===== src/rtl/food_spawner.sv =====
// Food placement engine: draws LFSR candidates, rejects off-board/current-food/body cells.
// Optional FOOD_RETRY_LIMIT_EN adds a reject counter that gives up with a fail pulse.
module food_spawner #(
  parameter int unsigned max_len         = 16,
  parameter int unsigned num_len         = 10,
  parameter int unsigned max_len_bit_len = 4,
  parameter int unsigned width           = 32,
  parameter int unsigned height          = 24,
  parameter logic [num_len-1:0] seed      = 10'h1A5,
  parameter logic [num_len-1:0] init_food = 10'd100
) (
  input  logic                       clk,
  input  logic                       rst_n,
  input  logic                       req,
  input  logic [max_len_bit_len:0]   snake_len,
  output logic [max_len_bit_len-1:0] body_idx,
  input  logic [num_len-1:0]         body_pos,
  output logic [num_len-1:0]         food,
  output logic                       busy,
`ifdef FOOD_RETRY_LIMIT_EN
  output logic                       fail,
`endif
  output logic                       done
);

  localparam logic [num_len:0]         CELLS   = (num_len+1)'(width * height);
  localparam logic [max_len_bit_len:0] MAX_LEN = (max_len_bit_len+1)'(max_len);
  localparam logic [max_len_bit_len:0] LEN_ONE = (max_len_bit_len+1)'(1);

  typedef enum logic [1:0] {IDLE, DRAW, SCAN, DONE} state_t;

  state_t                     state_reg, state_next;
  logic [num_len-1:0]         lfsr_reg, lfsr_next;
  logic [num_len-1:0]         food_reg, food_next;
  logic [num_len-1:0]         cand_reg, cand_next;
  logic [max_len_bit_len:0]   len_reg, len_next;
  logic [max_len_bit_len-1:0] idx_reg, idx_next;
  logic                       done_reg, done_next;
  logic                       reject;

  // Fibonacci LFSR x^10+x^7+1, free-running in every state.
  assign lfsr_next = {lfsr_reg[num_len-2:0], lfsr_reg[num_len-1] ^ lfsr_reg[num_len-4]};

  always_ff @(posedge clk or negedge rst_n) begin
    if (!rst_n) begin
      state_reg <= IDLE;
      lfsr_reg  <= seed;
      food_reg  <= init_food;
      cand_reg  <= '0;
      len_reg   <= '0;
      idx_reg   <= '0;
      done_reg  <= 1'b0;
    end else begin
      state_reg <= state_next;
      lfsr_reg  <= lfsr_next;
      food_reg  <= food_next;
      cand_reg  <= cand_next;
      len_reg   <= len_next;
      idx_reg   <= idx_next;
      done_reg  <= done_next;
    end
  end

`ifdef FOOD_RETRY_LIMIT_EN
  logic [7:0] cnt_reg, cnt_next;
  logic       fail_reg, fail_next;
  logic       give_up;

  assign give_up = reject && (cnt_reg == 8'd254);

  always_ff @(posedge clk or negedge rst_n) begin
    if (!rst_n) begin
      cnt_reg  <= '0;
      fail_reg <= 1'b0;
    end else begin
      cnt_reg  <= cnt_next;
      fail_reg <= fail_next;
    end
  end

  always_comb begin
    cnt_next  = cnt_reg;
    fail_next = 1'b0;
    if (state_reg == IDLE) begin
      cnt_next = '0;
    end else if (give_up) begin
      cnt_next  = '0;
      fail_next = 1'b1;
    end else if (reject) begin
      cnt_next = cnt_reg + 8'd1;
    end
  end

  assign fail = fail_reg;
`else
  logic give_up;
  assign give_up = 1'b0;
`endif

  always_comb begin
    state_next = state_reg;
    food_next  = food_reg;
    cand_next  = cand_reg;
    len_next   = len_reg;
    idx_next   = idx_reg;
    done_next  = 1'b0;
    reject     = 1'b0;
    case (state_reg)
      IDLE: begin
        if (req) begin
          len_next   = (snake_len > MAX_LEN) ? MAX_LEN : snake_len;
          state_next = DRAW;
        end
      end
      DRAW: begin
        if (({1'b0, lfsr_reg} >= CELLS) || (lfsr_reg == food_reg)) begin
          reject = 1'b1;
        end else begin
          cand_next  = lfsr_reg;
          idx_next   = '0;
          state_next = (len_reg == '0) ? DONE : SCAN;
        end
      end
      SCAN: begin
        if (body_pos == cand_reg) begin
          reject     = 1'b1;
          state_next = DRAW;
        end else if ({1'b0, idx_reg} == (len_reg - LEN_ONE)) begin
          state_next = DONE;
        end else begin
          idx_next = idx_reg + 1'b1;
        end
      end
      DONE: begin
        food_next  = cand_reg;
        done_next  = 1'b1;
        state_next = IDLE;
      end
      default: state_next = IDLE;
    endcase
    // Retry budget exhausted: abandon the spawn, food untouched.
    if (give_up) state_next = IDLE;
  end

  assign body_idx = idx_reg;
  assign food     = food_reg;
  assign busy     = (state_reg != IDLE);
  assign done     = done_reg;

endmodule


===== config.mk =====
export PLATFORM = sky130hd
export DESIGN_NAME = food_spawner
export DESIGN_NICKNAME = d
export VERILOG_FILES = /design/src/rtl/food_spawner.sv
export SDC_FILE = /design/constraint.sdc
export NUM_CORES = 1
export LEC_CHECK = 0
export ABC_CLOCK_PERIOD_IN_PS = 1600
export CAP_MARGIN = 25
export CORE_UTILIZATION = 47
export CTS_CLUSTER_SIZE = 40
export DETAILED_ROUTE_END_ITERATION = 6
export PLACE_DENSITY = 0.75
export SETUP_SLACK_MARGIN = 0.15
export SLEW_MARGIN = 10
export SYNTH_ARGS = -nofsm -noshare
export SYNTH_HDL_FRONTEND = slang
export SYNTH_SLANG_ARGS = --single-unit
export TNS_END_PERCENT = 50

===== constraint.sdc =====
create_clock -name clk -period 1.6 [get_ports clk]
set_input_delay 0.32 -clock clk [delete_from_list [all_inputs] [get_ports clk]]
set_output_delay 0.32 -clock clk [all_outputs]
set_load 0.01 [all_outputs]

## Word-level counts from Yosys, hierarchy flattened

Index checks and enable logic that the tools add are counted.

- $add $sub $neg: 2
- Multipliers: 0
- Divide/modulo/power cells: 0
- Order comparisons: 2
- Eq/ne operators: 11
- Shifts and indexed selects: 0
- Mux-type cells: 12
- Bitwise logic cells: 2
- Reduce and logical (&&, ||, !) cells: 9

Operators by type and width:

| cell | count |
|---|---|
| $eq A10 B10 Y1 | 2 |
| $mux W4 | 3 |
| $ge A10 B10 Y1 const B | 1 |
| $mux W2 | 4 |
| $ne A2 B2 Y1 const B | 4 |
| $pmux W2 S4 | 1 |
| $pmux W4 S2 | 1 |
| $eq A4 B5 Y1 | 1 |
| $gt A5 B5 Y1 const B | 1 |
| $logic_not A5 Y1 | 1 |
| $mux W5 | 1 |
| $sub A5 B1 Y5 const B | 1 |
| $add A4 B1 Y4 const B | 1 |
| $eq A2 B2 Y1 const B | 2 |
| $reduce_and A2 Y1 | 2 |
| $reduce_and A4 Y1 | 1 |
| $reduce_bool A2 Y1 | 2 |
| $ne A3 B3 Y1 const B | 1 |
| $reduce_and A3 Y1 | 1 |
| $eq A2 B1 Y1 const B | 1 |
| $logic_not A2 Y1 | 1 |
| $mux W1 | 2 |
| $logic_or A1 B1 Y1 | 1 |
| $not A1 Y1 | 1 |
| $xor A1 B1 Y1 | 1 |

- Bits in registers: 42
- Bits in latches: 0
- Bits in writable memories: 0
- Bits in read-only memories: 0
- Bits of input ports: 18
- Output and inout port bits: 16
- Memories: 0

## Depth between registers and ports, before layout

Gate-level depths: netlist (run 1).

- Word-level depth: 5
- Gate-level depth with buffers: 7
- Depth with buffers taken out: 7

## Worst setup path after synthesis (run 1)

No wires, ideal clock.

- Kind: flip-flop to flip-flop
- Start: reg food_reg[6] (netlist: food[6])
- End: reg cand_reg[1]
- Library setup time: 125 ps
- Arrival: 1596 ps
- Required time: 1475 ps
- Path slack: -121 ps
- Stages on the path, launching flop included: 6
- Path buffers: 0
- Path through: dfstp_2 > xor2_1 > nor4_1 > a32o_2 > nor2_4 > mux2_2

- Word-level cells in the longest chain between the ends: 4

Ends and longest elaborated chain:

| item | RTL line | text |
|---|---|---|
| start: declaration | 34 | `logic [num_len-1:0] food_reg, food_next;` |
| start signal: assignment | 48 | `food_reg <= init_food;` |
| start signal: assignment | 56 | `food_reg <= food_next;` |
| $eq A10 B10 Y1 | 116 | `if (({1'b0, lfsr_reg} >= CELLS) \|\| (lfsr_reg == food_reg)) begin` |
| $logic_or A1 B1 Y1 | 116 |  |
| $not A1 Y1 (no source line) | n/a |  |
| $reduce_and A2 Y1 (no source line) | n/a |  |
| end signal: assignment | 57 | `cand_reg <= cand_next;` |
| end: declaration | 35 | `logic [num_len-1:0] cand_reg, cand_next;` |

Every way passes these cells.
A chain may end at the register's enable or synchronous reset.

## Worst setup path after layout (run 1)

- Start: reg lfsr_reg[2]
- End: reg cand_reg[0]

- Word-level cells in the longest chain between the ends: 4
- Elaborated cells between the ends (all ways): 5
- Those cells by class: order compare (1); eq/ne (1); bitwise (1); reduce/logical (2)

Ends and longest elaborated chain:

| item | RTL line | text |
|---|---|---|
| start: declaration | 33 | `logic [num_len-1:0] lfsr_reg, lfsr_next;` |
| start signal: assignment | 55 | `lfsr_reg <= lfsr_next;` |
| $ge A10 B10 Y1 / $eq A10 B10 Y1 (equally long branches) | 116 |  |
| $logic_or A1 B1 Y1 (*) | 116 |  |
| $not A1 Y1 (no source line) (*) | n/a |  |
| $reduce_and A2 Y1 (no source line) (*) | n/a |  |

Mark *: on every way between the ends. The rest lies on a longest branch, timed or not.

==> results of run 1 <==
metal layers:
metal  routed length (um)  part of all wire  vias up  global-route usage
met4                   99             0.023        0              0.0897
met1                 1840              0.42      714               0.280
met5                    0                 0        -                   0
met2                 2290              0.52       26               0.406
met3                  141             0.032        9              0.0573
li1                     -                 -      683                   -
through the flow:
stage,instance area (um^2),setup WS (ps),std cells
2_1_floorplan,1910,-121,151
3_3_place_gp,2580,-435,269
3_5_place_dp,2580,-504,269
4_1_cts,2800,-228,281
5_1_grt,2830,-322,281
6_report,2830,-277,281
cell usage after synthesis:
master / count / area, um^2
nor2_1: 6 / 22.5
nor3_1: 2 / 10.0
mux2i_1: 3 / 30.0
a31o_2: 1 / 8.76
nand2_1: 9 / 33.8
or2_4: 1 / 8.76
ha_1: 2 / 25.0
nand3_1: 2 / 10.0
or2_2: 2 / 12.5
o2111ai_1: 1 / 8.76
a32o_2: 1 / 11.3
dfstp_2: 8 / 210
o21ai_0: 7 / 35.0
a21oi_1: 1 / 5.00
xnor2_1: 1 / 8.76
nand2b_1: 7 / 43.8
o32ai_1: 1 / 8.76
o2bb2ai_1: 1 / 8.76
mux2_2: 20 / 225
nand3b_1: 1 / 7.51
mux2_4: 1 / 15.0
clkbuf_1: 1 / 3.75
inv_1: 5 / 18.8
nor4_1: 4 / 25.0
a311oi_2: 1 / 15.0
xor2_1: 25 / 219
dfrtp_1: 34 / 851
nor2_4: 1 / 11.3
and3_1: 2 / 12.5
power breakdown:
part | leakage (nW) | switching (mW) | total (mW) | internal (mW)
clock network | 0.0585 | 0.354 | 0.863 | 0.509
logic | 0.864 | 0.154 | 0.333 | 0.179
registers | 0.531 | 0.0352 | 1.13 | 1.09
final timing paths:
kind                              from           to  slack (ps)  cells past startpoint
min in group clk           lfsr_reg[7]  lfsr_reg[8]         510                      1
min                              rst_n   len_reg[3]         490                      2
max in group asynchronous        rst_n  lfsr_reg[7]         550                      3
max reg2reg                lfsr_reg[2]  cand_reg[0]        -280                      5
max                        lfsr_reg[2]  cand_reg[0]        -280                      5
min reg2reg                lfsr_reg[7]  lfsr_reg[8]         510                      1
timing repair:
item / in CTS / in global routing
buffers inserted: 2 / 0
setup endpoints to repair: 32 / 24
cloned: 1 / 0
pin swaps: 13 / 3
hold buffers: 1 / 0
hold endpoints to repair: 16 / 0
gates resized for setup: 52 / 12
worst max-delay path, cell delays in order, from the launching register on:
cell	delay [ps]
dfstp_2	580
xor2_2	100
nor4_2	290
a32o_2	340
or2_4	170
mux2_4	290
area by class of cell:
type | instances | area (um^2) | share of cell area
Clock buffer | 7 | 86.3 | 0.0305
Clock inverter | 1 | 30.0 | 0.0106
Inverter | 5 | 18.8 | 0.00662
Multi-Input combinational cell | 104 | 946 | 0.334
Sequential cell | 42 | 1060 | 0.375
Tap cell | 48 | 60.1 | 0.0212
Timing Repair Buffer | 74 | 631 | 0.223
cell families after synthesis:
| family | after synthesis | share of synthesized area |
|---|---|---|
| AND/OR/NAND/NOR | 37 | 0.104 |
| buffers and inverters | 6 | 0.0118 |
| multiplexers | 24 | 0.142 |
| XOR/XNOR | 26 | 0.120 |
| adder cells (fa/ha/maj) | 2 | 0.0131 |
| flip-flops | 42 | 0.557 |
| AO/OA/AOI/OAI | 14 | 0.0532 |
==> impl_metrics.toml, run 1 <==
[layout]
drive_above_1_share = 0.433
final_cell_mix = "buf_4 (38), dfrtp_1 (33), xor2_1 (22)"
n_fill_cell = 244
nets = 252
final_common_cell = "buf_4"
area_delta_synth_final_pct = 48.7
diodes = 0
fin_util = 0.751

[drt]
dr.pass1.iters = 3
drt_iter0_markers = 56
via_per_inst = 5.10
antenna_left = 0
remaining_drc_errors = 0
wl_per_cell_um = 15.5
via_count = 1432
postRouteWirelength_mm = 4.37

[global_routing]
grt_pass1_wl_mm = 7.18
grt_usage = 0.235
antenna_found_initial = 0
first_global_vias = 1508
grt-ovfl-total = 0
grt_max_degree = 26

[clock_network]
cts_tree = "yes"
cts_root_buf = "clkbuf_8"
clk_latency_ps = 300
cts_max_level = 2
clk_pin_slew_worst_paths_ps = 80
numCtsBuffers = 5
clkSinkCount = 42
cts_buffer_depth = 2

[floorplan]
initial_core_util = 0.505
die_height_um = 65.7
die_area_um2 = 4310
fp.dieW_um = 65.7
core-area_um2 = 3770
fp-row-count = 22
ioPinCount = 34

[placement]
hpwl_mm = 3.01
io_buffers = 33
routabilityCongestion = 0.883

[run_status]
status = "finished, violations left"
violations = "setup timing"

[sta]
setup_tns_ps = -3740
slew_headroom = 0.700
setup_viol_count_final = 16
min_period_ps = 1880
timing.hold.ws_ps = 487
timing.final.ws_setup_ps = -277
final.period_utilization = 1.17
slew_viol_final = 0
worstMarginPinSlew_ps = 449
rsz0062_at_grt = "yes"
timing.fmax_ghz = 0.533
skew_ps = 13.5
hold_viol = 0

[setup_path]
critPathLaunchType = "flop"
cp.arrival_ps = 2060
path_max_fanout = 4
crit_required_ps = 1780
crit_type = "flop to flop"
end_kind = "flop"

[synthesis]
avgSynthCellArea_um2 = 12.6
yosysUniqueCellTypes = 29
synth_nets = 171
yosys_warnings = 0
seq_area_frac_synth = 0.557
syn_inst = 151
syn_area_um2 = 1910
synth_seq_cells = 42

[pwr]
ir_drop_mv = 0.619
p_leak_nw = 1.45
power_density_nw_per_um2 = 820
p_total_mw = 2.32

[run]
max_cap_violations = 0

[hold_path]
hold_path_class = "input pin to async pin"
Power figures use the tool's default switching activity.
==> inputs of run 2 (changes only) <==
==> config.mk (replaced) <==
export PLATFORM = sky130hd
export DESIGN_NAME = food_spawner
export DESIGN_NICKNAME = d
export VERILOG_FILES = /design/src/rtl/food_spawner.sv
export SDC_FILE = /design/constraint.sdc
export NUM_CORES = 1
export LEC_CHECK = 0
export ABC_CLOCK_PERIOD_IN_PS = 2250
export CAP_MARGIN = 25
export CORE_UTILIZATION = 55
export CTS_CLUSTER_SIZE = 40
export DETAILED_ROUTE_END_ITERATION = 6
export PLACE_DENSITY = 0.83
export SETUP_SLACK_MARGIN = 0.15
export SLEW_MARGIN = 20
export SYNTH_ARGS = -nofsm -noshare
export SYNTH_HDL_FRONTEND = slang
export SYNTH_SLANG_ARGS = --single-unit
export TNS_END_PERCENT = 50
==> constraint.sdc (replaced) <==
create_clock -name clk -period 2.25 [get_ports clk]
set_input_delay 0.45 -clock clk [delete_from_list [all_inputs] [get_ports clk]]
set_output_delay 0.45 -clock clk [all_outputs]
set_load 0.01 [all_outputs]
==> impl_metrics.toml, run 2 (synthesized netlist as in run 1, its figures left out) <==
[hold_path]
hold_depth = 0
hold_path_class = "flop to flop"

[clock_network]
cts_tree = "yes"
cts_resized = 0
post_cts_buffers = 0
clk_pin_slew_worst_paths_ps = 120
cts_max_level = 2
clkSinkCount = 42
cts_root_buf = "clkbuf_4"
numCtsBuffers = 5
clk_latency_ps = 350
cts_buffer_depth = 2

[setup_path]
crit_required_ps = 1800
crit_buf_inv = 2
crit_chain = "nor2_1, inv_1, clkdlybuf4s50_1"
critPathMaxStageDelay_ps = 470
crit_slowest_cell = "clkdlybuf4s50_1"
ff2ff_path_depth = 5
crit_cells = 3
crit_type = "flop to primary output"
cpLargestDelayFamily = "buffers and inverters"
critPathLaunchType = "flop"
path_max_fanout = 5
cp.arrival_ps = 1490
end_kind = "primary output"

[global_routing]
first_global_vias = 1303
grt-ovfl-total = 0
antenna_found_initial = 0
grt_pass1_wl_mm = 5.96
grt_max_degree = 17
grt_usage = 0.235

[sta]
slew_headroom = 0.652
timing.final.ws_setup_ps = 305
setup_viol_count_final = 0
worstMarginPinSlew_ps = 520
rsz0062_at_grt = "no"
final.period_utilization = 0.864
min_period_ps = 1940
hold_viol = 0
timing.hold.ws_ps = 380
skew_ps = 15.7
setup_tns_ps = 0
timing.fmax_ghz = 0.514
slew_viol_final = 0

[floorplan]
initial_core_util = 0.571
core-area_um2 = 3340
fp-row-count = 21
fp.dieW_um = 60.9
die_area_um2 = 3700
die_height_um = 60.9
ioPinCount = 34

[pwr]
p_total_mw = 1.37
p_leak_nw = 1.18
power_density_nw_per_um2 = 577
ir_drop_mv = 0.385

[drt]
wl_met2_mm = 1.98
drt_iter0_markers = 64
met3WireLength_um = 127
via_count = 1271
wl_per_cell_um = 15.3
remaining_drc_errors = 0
highest_layer = "met4"
postRouteWirelength_mm = 3.68
antenna_left = 0
via_per_inst = 5.30
met1_length_mm = 1.50
dr.pass1.iters = 4

[layout]
area_delta_synth_final_pct = 24.3
final_common_cell = "dfrtp_1"
multiInputGateArea_um2 = 822
diodes = 0
register_area_um2 = 1060
nets = 213
instances_no_fill = 240
final_cell_area_um2 = 2370
final_cell_mix = "dfrtp_1 (34), clkdlybuf4s50_1 (32), xor2_1 (25)"
fin_util = 0.710
n_fill_cell = 255
drive_above_1_share = 0.232

[placement]
place_inst = 231
placed_area_um2 = 2300
dpl_worst_slack_ps = 55.6
hpwl_mm = 2.78
routabilityCongestion = 0.814
io_buffers = 33

[run_status]
status = "finished clean"

[run]
max_cap_violations = 0
run 2: report_power, final:
group	switching, mW	internal (mW)
logic	0.0841	0.0921
clock network	0.230	0.154
registers	0.0295	0.777
total	0.343	1.02
run 2: repair_timing:
item                                    CTS  global route
endpoints found under the setup margin    0             0
hold buffers                              1             0
endpoints found under the hold margin     8             0
run 2: final timing paths:
path / start / end / slack (ps)
setup reg to reg: lfsr_reg[2] / cand_reg[2] / 320
setup / recovery: state_reg[0] / busy / 310
hold reg to reg: lfsr_reg[7] / lfsr_reg[8] / 380
min in group asynchronous: rst_n / lfsr_reg[6] / 480
max in group asynchronous: rst_n / food[6] / 1190
hold / removal: lfsr_reg[7] / lfsr_reg[8] / 380
run 2: area by class of cell:
cell class / instances / area share
flip-flops and latches: 42 / 0.448
multi-input cells: 103 / 0.347
repair buffers: 36 / 0.148
clock buffers: 8 / 0.0248
well taps: 46 / 0.0243
inverters: 5 / 0.00792
run 2: layer usage:
layer	vias to the layer above	GRT usage
li1	603	-
met1	630	0.266
met5	-	0
met2	32	0.421
met4	0	0.0974
met3	6	0.0597
run 2: worst register-to-register path, cell delays in order, from the launching register on:
cell	delay (ps)
dfstp_2	570
xor2_1	170
nor4_1	90
a32o_2	330
nor2_4	280
mux2_2	380
